--- src/rtl/modeselect_pkg.sv ---
// modeselect_pkg: shared constants for the mode/limit selector
package modeselect_pkg;
    localparam int DIGITS_DEFAULT = 6;
    localparam int DIGIT_W = 4;
    localparam logic [DIGIT_W-1:0] BCD_MAX = 4'h9;
endpackage

--- src/rtl/modeselect_btn_edge.sv ---
// btn_edge: two-flop button synchronizer with a registered rising-edge pulse
module btn_edge (
    input  logic clk,
    input  logic reset,
    input  logic btn,
    output logic pulse
);
    logic s1_q, s1_d, s2_q, s2_d, arm_q, arm_d, pulse_q, pulse_d;
    // shift the button through the chain; only arm once the button has been seen low
    always_comb begin
        s1_d    = btn;
        s2_d    = s1_q;
        arm_d   = arm_q | ~btn;
        pulse_d = s1_q & ~s2_q & arm_q;
    end
    // a button held through reset leaves the edge detector disarmed until it is released
    always_ff @(posedge clk) begin
        if (reset) begin
            s1_q    <= 1'b0;
            s2_q    <= 1'b0;
            pulse_q <= 1'b0;
            arm_q   <= ~btn;
        end else begin
            s1_q    <= s1_d;
            s2_q    <= s2_d;
            pulse_q <= pulse_d;
            arm_q   <= arm_d;
        end
    end
    assign pulse = pulse_q;
endmodule

--- src/rtl/modeselect.sv ---
// modeselect: toggled carry/max modes and a BCD-clamped upper-limit register
module modeselect
    import modeselect_pkg::*;
#(
    parameter int DIGITS = DIGITS_DEFAULT
) (
    input  logic                      clk,
    input  logic                      reset,
    input  logic [DIGIT_W*DIGITS-1:0] cnt_in,
    input  logic                      carry_set,
    input  logic                      max_set,
    input  logic                      refresh_limits,
    output logic [DIGIT_W*DIGITS-1:0] max_out,
    output logic                      max_en,
    output logic                      carry_en
);
    localparam int W = DIGIT_W * DIGITS;
    logic         carry_pulse, max_pulse;
    logic [W-1:0] clamped, max_out_q, max_out_d;
    logic         max_en_q, max_en_d, carry_en_q, carry_en_d;
    btn_edge u_carry (
        .clk   (clk),
        .reset (reset),
        .btn   (carry_set),
        .pulse (carry_pulse)
    );
    btn_edge u_max (
        .clk   (clk),
        .reset (reset),
        .btn   (max_set),
        .pulse (max_pulse)
    );
    genvar g;
    generate
        for (g = 0; g < DIGITS; g++) begin : g_clamp
            assign clamped[g*DIGIT_W +: DIGIT_W] =
                (cnt_in[g*DIGIT_W +: DIGIT_W] > BCD_MAX) ? BCD_MAX : cnt_in[g*DIGIT_W +: DIGIT_W];
        end
    endgenerate
    // toggle modes on press pulses; load the clamped limit while refresh is high
    always_comb begin
        carry_en_d = carry_en_q ^ carry_pulse;
        max_en_d   = max_en_q ^ max_pulse;
        max_out_d  = refresh_limits ? clamped : max_out_q;
    end
    // reset to modes off and the largest representable limit
    always_ff @(posedge clk) begin
        if (reset) begin
            carry_en_q <= 1'b0;
            max_en_q   <= 1'b0;
            max_out_q  <= {DIGITS{BCD_MAX}};
        end else begin
            carry_en_q <= carry_en_d;
            max_en_q   <= max_en_d;
            max_out_q  <= max_out_d;
        end
    end
    assign max_out  = max_out_q;
    assign max_en   = max_en_q;
    assign carry_en = carry_en_q;
endmodule

--- config.mk ---
export PLATFORM = sky130hd
export DESIGN_NAME = modeselect
export DESIGN_NICKNAME = d
export VERILOG_FILES = /design/src/rtl/modeselect_pkg.sv /design/src/rtl/modeselect_btn_edge.sv /design/src/rtl/modeselect.sv
export SDC_FILE = /design/constraint.sdc
export NUM_CORES = 1
export LEC_CHECK = 0
export CORE_UTILIZATION = 41
export DETAILED_ROUTE_END_ITERATION = 8
export GPL_TIMING_DRIVEN = 0
export PLACE_DENSITY = 0.76
export RECOVER_POWER = 25
export SLEW_MARGIN = 30
export SYNTH_ARGS = -nofsm -noshare
export SYNTH_HDL_FRONTEND = slang
export SYNTH_SLANG_ARGS = --single-unit
--- constraint.sdc ---
create_clock -name clk -period 0.8 [get_ports clk]
set_input_delay 0.12 -clock clk [delete_from_list [all_inputs] [get_ports clk]]
set_output_delay 0.12 -clock clk [all_outputs]
set_load 0.02 [all_outputs]
==> results.toml <==
[yosys]
syn-num-nets = 158
avgSynthCellArea_sq_um = 9.942
yosysTopAreaCell = "dfxtp_1"
yosysMostFrequentCell = "dfxtp_1"
synth_cells = 129
synth_top_family_by_area = "simple AND/OR/NAND/NOR gates"
ys.warnings.count = 0
synth_compound_area_frac = 0.1424
syn-cell-area_sq_um = 1282
synth_enable_flop_cells = 0
synth_top_area_share = 0.5307
synth_xor_area_frac = 0.01366
synth_commonest_cells = "dfxtp_1 (34), a21oi_1 (18), nand2b_1 (12), nand3b_1 (12), nor2b_1 (10)"
synth_adder_area_share = 0
synth_area_leaders = "dfxtp_1 (53%), a21oi_1 (7.0%), nand3b_1 (7.0%)"
yosys.cell_types.count = 18
async_flop_share = 0
ys_ff_latch = 34
synth_ff_type = "dfxtp_1"
synth_mux_area_frac = 0
yosysSeqAreaShare = 0.5307
synthSimpleGateAreaFrac = 0.2546

[global_routing]
grt_usage = 0.2156
grt_antenna_before_repair = 0
grt_first_pass_wirelength_mm = 5.361
grt-ovfl-total = 0
grt_pass1_vias = 1192
grt_max_degree = 11

[timing]
fin_ws_ps = -116.6
drv_slew = 0
skew_ps = 2.554
max_slew_margin = 0.7376
period_share = 1.146
hold_viol_final = 0
rsz0062_at_grt = "true"
worst_pin_slew_ps = 393.6
fmaxAchievable_ghz = 1.091
setup_viol = 28
fin_crit_ps = 916.6

[floorplanning]
rows = 19
dieArea_sq_um = 3356
dieHeight_um = 57.93
core-area_sq_um = 2853
ioPinCount = 55
die_w_um = 57.93
initial_utilization = 0.4496

[drt]
postRouteAntennaNets = 0
vias = 1215
detail_route.wl_per_cell_um = 15.39
drtIter0Drc = 50
viasPerCell = 5.215
drc = 5
postRouteWirelength_mm = 3.585
drtPass1Iterations = 8

[worst_hold_path]
holdPathStages = 3
hold_end = "max_out[2]$_SDFFE_PP0P_"
holdCritPathClass = "input pin to flop"
holdCritStartpoint = "refresh_limits"

[critical_path]
path_cells = "buf_6"
r2r-end = "max_out[14]$_SDFFE_PP0P_"
r2r_cells = 4
worstSetupPathType = "flop to output pin"
cpLargestDelayFamily = "flip-flops"
worst-path-max-fanout = 2
critPathBufInv = 1
rrSetupSlack_ps = 0
max_stage_delay_ps = 360
cp-start-kind = "flop"
crit_path_top_delay_cell = "dfxtp_2"
reg2reg_from = "max_out[14]$_SDFFE_PP0P_"
cp-end-kind = "output pin"
cp.required_ps = 680
critical_path_arrival_ps = 800

[cts]
clk-insertion-delay-late_ps = 320
cts.clk_slew.worst_paths_ps = 100
cts.htree.levels = 2
cts_tree = "built"
cts_made_buffers = 5
ctsHoldBuffers = 0
clk_root_buffer_cell = "clkbuf_4"
clockBufferDepth = 2
cts_sinks = 34

[finish]
syn2layout_area_growth_pct = 65.95
seq_area_sq_um = 713.2
largest_reg_flops = 24
nets = 230
antenna_cells = 0
fillers = 193
layout-drive-gt1-share = 0.4109
instances_no_fill = 233
multi_input_area_sq_um = 566.8

[pwr]
peakVddDrop_uv = 1270
power.leakage_nw = 0.8414
power.density_nw_per_um2 = 1745

[placed_design]
dp.cells = 213
pre_cts_ws_ps = -545.1
port_buffers = 53
gp_congestion = 0.7426
detailed_place_hpwl_mm = 2.356

[run_status]
status = "finished with violations"
violations = "design-rule violations, negative setup slack"

[run]
max_cap_violations = 0
-- placed cells by master (no fill, tap or decap) --
cell type,netlist,layout
dlygate4sd2_1,0,1
buf_6,3,31
nand3b_1,12,12
bufinv_16,0,1
a211o_1,6,6
dfxtp_1,34,8
xnor2_1,2,2
nor4b_4,0,1
buf_4,2,12
nor3_2,0,1
nand2b_1,12,12
dfxtp_2,0,26
clkbuf_1,1,3
nor3b_1,7,6
nor3b_2,0,1
a21oi_2,0,1
nor3_1,6,4
nor2b_1,10,10
a21oi_1,18,17
o21ai_0,8,8
inv_1,2,2
clkbuf_2,1,2
buf_2,2,1
nor2_1,2,2
clkbuf_4,0,5
nor3_4,0,1
dlygate4sd3_1,0,3
clkdlybuf4s50_1,0,23
-- logic make-up after synthesis --
kind of cell	Yosys count
DFF	34
and+or+nand+nor	50
AOI/OAI and AO/OA	32
xor gates and xnor gates	2
buffers and inverters	11
-- area by class of cell --
class                           count  area share
Sequential cell                    34      0.3351
Timing Repair Buffer               65      0.3063
Multi-Input combinational cell     84      0.2663
Buffer                              9     0.03527
Clock buffer                        7     0.02116
Tap cell                           31     0.01822
Clock inverter                      1     0.01411
Inverter                            2    0.003527
-- power by group --
group / internal (mW) / leakage, nW / switching, mW
clock network: 0.663 / 0.0395 / 0.539
logic: 0.380 / 0.520 / 0.290
registers: 1.79 / 0.282 / 0.0534
total: 2.83 / 0.841 / 0.883
-- worst reg2reg max path: cells and delay by family, from the launching register on --
| family | cells | cell delay (ps) |
|---|---|---|
| DFF | 1 | 340 |
| buffers and inverters | 2 | 240 |
| and+or+nand+nor | 1 | 70 |
| AOI/OAI and AO/OA | 1 | 50 |
-- routing by layer --
metal / GRT usage / share of wire / up-vias
met5: 0 / 0 / -
met4: 0.09864 / 0.012 / 0
met3: 0.05357 / 0.057 / 4
met2: 0.3547 / 0.47 / 41
met1: 0.2662 / 0.46 / 578
li1: - / - / 592
-- worst max path at each step --
| stage | start | to | depth (start not counted) |
|---|---|---|---|
| 6_report | max_out[8]$_SDFFE_PP1P_ | max_out[8] | 1 |
| 2_1_floorplan | max_out[11]$_SDFFE_PP1P_ | max_out[11]$_SDFFE_PP1P_ | 2 |
| 5_1_grt | carry_en$_SDFF_PP0_ | carry_en | 1 |
| 3_5_place_dp | reset | u_carry.pulse$_SDFF_PP0_ | 3 |
| 3_3_place_gp | reset | max_out[8]$_SDFFE_PP1P_ | 5 |
| 4_1_cts | max_out[8]$_SDFFE_PP1P_ | max_out[8] | 1 |
-- timing repair --
action | CTS | global route
buffers inserted | 5 | 7
resized for setup | 183 | 4
pin swaps | 0 | 2
endpoints found under the setup margin | 55 | 30
-- metrics by stage --
| step | hold WS [ps] | util | TNS, ps | total power, mW | area [sq um] |
|---|---|---|---|---|---|
| after detailed placement | 383.1 | 0.6518 | -19450 | 2.454 | 1859 |
| after floorplan | 196.2 | - | 0 | 2.128 | 1290 |
| after CTS | 111.8 | 0.7215 | -2813 | 3.693 | 2058 |
| after global placement | 392.5 | 0.6518 | -18250 | 2.442 | 1859 |
| after global routing | 116.3 | 0.7461 | -3793 | 3.873 | 2128 |
| final | 122.8 | 0.7461 | -2654 | 3.715 | 2128 |
No activity file was read; power rests on OpenSTA's default activity.
==> patch: new RTL, same flow settings <==
Make the reset (`reset`) asynchronous in one clocked block.
--- a/src/rtl/modeselect.sv
+++ b/src/rtl/modeselect.sv
@@ -46,3 +46,3 @@
     // reset to modes off and the largest representable limit
-    always_ff @(posedge clk) begin
+    always_ff @(posedge clk or posedge reset) begin
         if (reset) begin
Behaviour: differs if reset is asserted again (counterexample within 4 cycles, from zero or initial values and one cycle with reset high); with reset held inactive, the same outputs for 10 cycles.
==> patch against the unedited design <==
  * The run ends with negative setup slack left
  * Utilization down 5.7 points
  * Power up 27%
  * Area after synthesis up 1.2%
  * Sequential cell count unchanged
  * Critical path depth unchanged
  * Setup slack worse by 230 ps
  * Design area down 1.9%
  * Wire length down 16%
  * Critical endpoint is now max_out[20]
  * Highest routed layer unchanged
==> patch: results (changes against the unedited design) <==
Max Clock Skew 7.92 ps (+5.36 ps); met3 routed WL 220 um (+6.8%); slowest stage delay, CP 570 ps (+210 ps); Slew HR 62.8% (-11 points); Metal-1 WL 1340 um (-18%); met3 Resource Use GR 6.03% (+0.67 points); met2 Track Usage GR 30.4% (-5.1 points); syn_nets 132 (-16%); first-pass GRT wire length 4870 um (-9.1%); sequential share of the synthesized area 63.6% (+11 points); GP Congestion 0.773 (+4.1%); synth top area cells dfrtp_1 27%, dfstp_2 24%, dfxtp_1 12%, a22o_1 5.4%, mux2_4 4.6%; outcome finished, violations left; Worst Setup SP max_out[20]; Crit path arrival time 1020 ps (+220 ps); asr flop ratio synth 76.5% (+76 points); Commonest cells post-synth 14 x dfrtp_1, 12 x dfstp_2, 9 x inv_1, 9 x nor2b_1; Peak VDD IR 2.14 mV (+69%); layout cell share with drive strength beyond 1 39.4% (-1.7 points); P_sw 1.20 mW (+36%); GRT met1 Usage 25.5% (-1.1 points); Final WS setup -344 ps (-227 ps); vias in the first global route 1075 (-9.8%); Total GRT Usage 19.6% (-2.0 points); worst setup path endpoint max_out[20]; R2R Setup Slk -180 ps (-180 ps); Net count, final 198 (-14%); setup violators final 32 (+14%); Final Total Pwr 4.72 mW (+27%); Reg power frac 43.8% (-5.8 points); xor/xnor cell area share of the yosys netlist 1.35% (-0.016 points); Compound-Gate Fraction of Synth Area 14.1% (-0.16 points); violated checks negative setup slack; pin count of the biggest net entering global routing 27 (+16); Starting DRT DRC Count 52 (+4.0%); count leader, synth dfrtp_1; setup_tns -7200 ps (-4540 ps); Critical-path top delay cell dfstp_2; DR vias 1034 (-15%)
[patch: cell types whose count changed in the layout (fill, tap and decap cells not counted), sizes merged, moves of 7 or more]
cell    unedited run  this run
a21oi             18         0
dfxtp             34         8
buf               44        36
dfrtp              0        14
nand2b            12         0
a22o               0         8
inv                2         9
dfstp              0        12
nand3b            12         0
[patch: cell type report]
class	count	area, um^2
fillers	227	941
multi-input cells	55	403
clock buffers	5	37.5
well taps	44	55.1
flip-flops and latches	34	826
repair buffers	59	614
plain buffers	4	41.3
clock inverters	3	68.8
inverters	10	41.3
[patch: worst min path at each step]
stage / end / slack [ps] / cells past startpoint
final: max_out[7] / 80 / 2
after floorplan: carry_en / 150 / 1
after detailed placement: u_carry.pulse / 390 / 1
after CTS: max_out[7] / 80 / 2
after global placement: u_max.pulse / 390 / 1
after global routing: max_out[7] / 90 / 2
[patch: cells by family (layout without fill, tap and decap cells)]
logic type	count (synthesis)	in the layout
compound gates	26	26
xor+xnor	2	2
buf+inv	14	81
flops	34	34
mux	6	6
simple gates	21	21
[patch: repair_timing]
action | 4_1_cts | 5_1_grt
pin swaps | 2 | 1
resized for setup | 157 | 6
setup endpoints to repair | 54 | 35
buffers inserted | 4 | 3
cloned | 0 | 0
[patch: per-stage QoR]
| stage | hold WS [ps] | setup WS, ps | cells | area (um^2) | utilization, % |
|---|---|---|---|---|---|
| after floorplan | 151 | -13.7 | 103 | 1300 | - |
| after global placement | 395 | -701 | 200 | 1880 | 62.2 |
| after detailed placement | 390 | -766 | 200 | 1880 | 62.2 |
| after CTS | 75.2 | -358 | 212 | 2050 | 67.7 |
| after global routing | 85.5 | -381 | 214 | 2090 | 68.9 |
| final | 84.9 | -344 | 214 | 2090 | 68.9 |
